[src/rtl/ss_bram_capture_writer.sv]
// Fabric-side port-A writer for the snapshot BRAM: arm, trigger, capture up to DEPTH samples, report done.
// Optional feature macro: SS_CAPTURE_TIMESTAMP_EN adds trig_ts, the free-running cycle count at trigger.
module ss_bram_capture_writer #(
    parameter int ADDR_W = 10,
    parameter int DATA_W = 32
) (
    input  logic              clk,
    input  logic              rst_n,
    input  logic              arm,
    input  logic              trig,
    input  logic [ADDR_W-1:0] cfg_len,
    input  logic              din_valid,
    input  logic [DATA_W-1:0] din,
    output logic              bram_we,
    output logic              bram_en_a,
    output logic [ADDR_W-1:0] bram_addr,
    output logic [DATA_W-1:0] bram_wr_data,
    output logic              busy,
    output logic              done,
`ifdef SS_CAPTURE_TIMESTAMP_EN
    output logic [31:0]       trig_ts,
`endif
    output logic [ADDR_W:0]   wr_count
);

    typedef enum logic [1:0] {
        S_IDLE,
        S_ARMED,
        S_CAPTURE,
        S_DONE
    } state_t;

    state_t            r_state;
    state_t            w_next;
    logic [ADDR_W-1:0] r_len;
    logic [ADDR_W-1:0] r_ptr;
    logic [ADDR_W:0]   r_count;
    logic              r_we;
    logic [ADDR_W-1:0] r_addr;
    logic [DATA_W-1:0] r_data;
    logic              w_arm_ok;
    logic              w_start;
    logic              w_accept;
    logic              w_last;

    // arm has priority over trig in ARMED so a re-arm never starts a capture
    assign w_arm_ok = arm && (r_state != S_CAPTURE);
    assign w_start  = (r_state == S_ARMED) && !arm && trig;
    assign w_accept = din_valid && (w_start || (r_state == S_CAPTURE));
    assign w_last   = w_accept && (r_ptr == r_len);

    always_ff @(posedge clk or negedge rst_n) begin
        if (!rst_n) begin
            r_state <= S_IDLE;
        end else begin
            r_state <= w_next;
        end
    end

    always_comb begin
        w_next = r_state;
        case (r_state)
            S_IDLE, S_DONE: begin
                if (arm) w_next = S_ARMED;
            end
            S_ARMED: begin
                if (arm)         w_next = S_ARMED;
                else if (trig)   w_next = w_last ? S_DONE : S_CAPTURE;
            end
            S_CAPTURE: begin
                if (w_last) w_next = S_DONE;
            end
            default: w_next = S_IDLE;
        endcase
    end

    always_comb begin
        busy = (r_state == S_ARMED) || (r_state == S_CAPTURE);
        done = (r_state == S_DONE);
    end

    always_ff @(posedge clk or negedge rst_n) begin
        if (!rst_n) begin
            r_len   <= '0;
            r_ptr   <= '0;
            r_count <= '0;
            r_we    <= 1'b0;
            r_addr  <= '0;
            r_data  <= '0;
        end else begin
            r_we <= w_accept;
            if (w_arm_ok) begin
                r_len   <= cfg_len;
                r_ptr   <= '0;
                r_count <= '0;
            end else if (w_accept) begin
                // pointer parks on the last address so a full-depth run never wraps
                if (!w_last) r_ptr <= r_ptr + 1'b1;
                r_count <= r_count + 1'b1;
            end
            if (w_accept) begin
                r_addr <= r_ptr;
                r_data <= din;
            end
        end
    end

    assign bram_we      = r_we;
    assign bram_en_a    = r_we;
    assign bram_addr    = r_addr;
    assign bram_wr_data = r_data;
    assign wr_count     = r_count;

`ifdef SS_CAPTURE_TIMESTAMP_EN
    logic [31:0] r_cycle;
    logic [31:0] r_trig_ts;

    always_ff @(posedge clk or negedge rst_n) begin
        if (!rst_n) begin
            r_cycle   <= '0;
            r_trig_ts <= '0;
        end else begin
            r_cycle <= r_cycle + 1'b1;
            if (w_start) r_trig_ts <= r_cycle;
        end
    end

    assign trig_ts = r_trig_ts;
`endif

endmodule

[config.mk]
export PLATFORM = sky130hd
export DESIGN_NAME = ss_bram_capture_writer
export DESIGN_NICKNAME = d
export VERILOG_FILES = /design/src/rtl/ss_bram_capture_writer.sv
export SDC_FILE = /design/constraint.sdc
export NUM_CORES = 1
export LEC_CHECK = 0
export BUFFER_PORTS_ARGS = -buffer_cell sky130_fd_sc_hd__buf_2
export CORE_MARGIN = 2
export CORE_UTILIZATION = 55
export CTS_CLUSTER_DIAMETER = 80
export DETAILED_ROUTE_END_ITERATION = 7
export HOLD_SLACK_MARGIN = 0.08
export PLACE_DENSITY = 0.85
export SLEW_MARGIN = 20
export SYNTH_ARGS = -nofsm -noshare
export SYNTH_HDL_FRONTEND = slang
export SYNTH_SLANG_ARGS = --single-unit
[constraint.sdc]
create_clock -name clk -period 3 [get_ports clk]
set_clock_uncertainty 0.05 [all_clocks]
set_input_delay 0.3 -clock clk [delete_from_list [all_inputs] [get_ports clk]]
set_output_delay 0.3 -clock clk [all_outputs]
set_load 0.1 [all_outputs]
==> key figures <==
Synth
  – Syn_nets: 428
  – Mapped Cells: 376
  – Synth Area in XOR/XNOR: 0.04173
  – Mux contribution to synthesized area: 0.005961
  – Post-synthesis adder-cell area fraction: 0.01863
  – Synthesized area: 3358 um^2
  – Post-synthesis simple-gate area fraction: 0.2612
  – Syn avg cell area: 8.931 um^2
  – Compound-gate portion of the synthesized area: 0.06930
  – YS warnings: 0
  – Largest family of logic cells by synthesized area: simple AND/OR/NAND/NOR gates
  – Sequential area share after synthesis: 0.5663
  – Netlist cell types: 38
  – FF+latch count, synth: 76
  – Async set-reset flop share out of synthesis: 1.000
  – Number of synthesized flops with an enable pin: 0
  – Main synth FF type: dfrtp_1

Cells and area
  – Commonest non-fill, non-tap cell in the layout: nand2_1
  – Most frequent cells in the layout: nand2_1 (163), buf_2 (102), dfrtp_1 (76)
  – Diodes inserted: 0
  – # fillers: 484
  – Final Non-Filler Cells: 556
  – Area Growth Syn to Fin: 23.62%
  – Final #Nets: 529
  – Share of post-route cells with drive strength above 1: 0.2661

Critical path
  – Worst setup EP type: register
  – Worst EP required: 3.22 ns
  – Crit-path max cell delay: 0.47 ns
  – WS Path Type: reg2reg
  – Startpoint types: register
  – WP data arrival: 2.56 ns
  – Crit-path slowest cell: or4_1
  – Cell Chain, Critical Path: inv_1 -> ha_1 -> and3b_1 -> o21ai_4 -> inv_2 -> and4_4 -> or4_1 -> a21oi_1
  – Critical path fanouts, max: 24

Timing
  – Slew headroom: 0.3825
  – Final setup violation count: 0
  – Crit share post-route: 0.7818
  – Final hold violations: 0
  – TNS Setup: 0 ns
  – Final Critical Period: 2.345 ns
  – Worst-margin pin slew: 0.9262 ns
  – Count of pins over their slew limit: 0
  – Fmax: 426.4 MHz
  – RSZ-0062 raised after global routing: false

Clock tree
  – Root buffer cell: clkbuf_8
  – Clock Path Buffers: 2
  – CTS clock-pin slew for the worst setup and hold paths: 0.08 ns
  – Clock Sinks: 76
  – TritonCTS Buffers: 9
  – H-tree Lvls: 3
  – CTS tree: done
  – Clk Latency, worst-skew pair: 0.34 ns

Run status
  – Outcome: finished clean

Power and ir drop
  – Static Leakage: 2.326 nW
  – Clk pwr share: 0.173
  – Total internal power: 2.139 mW
  – Sw Share: 0.5617
  – Combinational power share: 0.530
  – Net Switching: 2.741 mW
  – Pwr dens: 1175 nW/um^2
  – Max VDD drop: 1061 uV
  – Sequential cell fraction of total power: 0.297

Route
  – Vias: 2921
  – Pre-Repair DR Iteration Count: 4
  – WL/cell: 13.53 um
  – Post-Route WL: 7524 um
  – Residual DRC: 0
  – DR iter-0 viols: 225
  – Post-route ant nets: 0
  – Avg Vias per Cell: 5.254

Floorplanning
  – I/O pin count: 104
  – Die area: 6747 um^2
  – CORE AREA: 5921 um^2
  – Site Rows: 28
  – Chip height: 82.14 um
  – Die Width: 82.14 um
  – Starting Density: 0.5672

Placement
  – Detailed Place HPWL: 5179 um
  – Port bufs: 103
  – Placed cells: 540
  – Routability-driven placement congestion ratio: 0.8146

Min path
  – Worst min path class: in2reg

Run
  – Max-Cap Viols: 0

Global routing
  – Largest net degree at the start of global routing: 77
  – Initial antenna violation count: 0
  – Vias in the first global route: 2704
  – Grt total ovfl: 0
  – First-pass GRT wire length: 12410 um
  – Overall routing resource usage: 0.2429
## final timing paths
check | startpoint | endpoint | slack (ns) | cells past startpoint
max | r_state[1] | r_ptr[9] | 0.65 | 8
min | din[18] | bram_wr_data[18] | 0.09 | 3
max reg2reg | r_state[1] | r_ptr[9] | 0.65 | 8
min reg2reg | bram_wr_data[18] | bram_wr_data[18] | 0.42 | 2
max in group asynchronous | rst_n | bram_wr_data[12] | 1.71 | 2
min in group asynchronous | rst_n | wr_count[10] | 0.58 | 2
## power groups by stage
stage / Clock [mW] / Sequential, mW / Combinational [mW]
floorplan: 0 / 2.97 / 0.640
CTS: 0.860 / 1.45 / 2.60
global route: 0.911 / 1.48 / 2.73
global placement: 0 / 1.45 / 2.54
finish: 0.844 / 1.45 / 2.59
detailed placement: 0 / 1.46 / 2.59
## metal layers
layer,track usage,routed length [um]
met2,0.3829,3744
met5,0,0
met1,0.3324,3256
met4,0.1017,115
met3,0.04565,407
## registers in the layout (all words and copies together) (netlist names)
| name | cells |
|---|---|
| bram_wr_data | 32 |
| wr_count | 11 |
| bram_addr | 10 |
| r_len | 10 |
| r_ptr | 10 |
| r_state | 2 |
| bram_en_a | 1 |
## cell families (layout without fill, tap and decap cells)
group,after synthesis,in the layout
buffers and inverters,30,135
and+or+nand+nor,209,209
muxes,2,2
DFF,76,76
adders and majority gates,5,5
xor gates and xnor gates,16,16
AOI/OAI and AO/OA,38,38
## Yosys cell counts, drive strengths merged, types with 2 or more instances
master    n  area [um^2]
nand3     9        45.04
nor4      2        27.53
a21oi     7        35.03
o31ai     6        45.04
nor3      4        20.02
a31oi     2        12.51
nand2   163        611.8
dfrtp    76         1902
ha        5        62.56
inv      12        45.04
or3       3        18.77
o21ai    16        83.83
nor2     12        45.04
xor2     14        122.6
or2       2        12.51
clkbuf   11        42.54
and3      3        18.77
xnor2     2        17.52
buf       7        36.28
mux2i     2        20.02
nand4     7        43.79
## worst max-delay path: cells and delay by family, from the launching register on
kind / cells / cell delay (ns)
AOI/OAI and AO/OA: 2 / 0.30
adders and majority gates: 1 / 0.24
buffers and inverters: 2 / 0.29
DFF: 1 / 0.43
and+or+nand+nor: 3 / 0.95
## final cells by class
class	instances	area, um^2	share of cell area
clock buffer	9	123.9	0.02984
clock inverter	6	88.84	0.02140
inverter	12	45.04	0.01085
multi-input combinational	270	1340	0.3228
sequential	76	1902	0.4581
tap	75	93.84	0.02260
timing repair buffer	108	558.0	0.1344
## repair_timing
item,CTS,global route
hold endpoints to repair,6,0
hold buffers,1,0
resized for setup,0,0
setup buffers,0,0
## through the flow
step	util	power [mW]	setup WS (ns)	instance area [um^2]	hold slack, ns
4_1_cts	0.7012	4.906	0.6901	4151	0.08011
5_1_grt	0.7012	5.120	0.5007	4151	0.08305
2_1_floorplan	-	3.608	0.7923	3358	-0.04559
3_3_place_gp	0.6636	3.997	0.8024	3929	0.4026
6_report	0.7012	4.880	0.6546	4151	0.08910
3_5_place_dp	0.6636	4.052	0.7291	3929	0.4075
(Power assumes the default switching activity.)
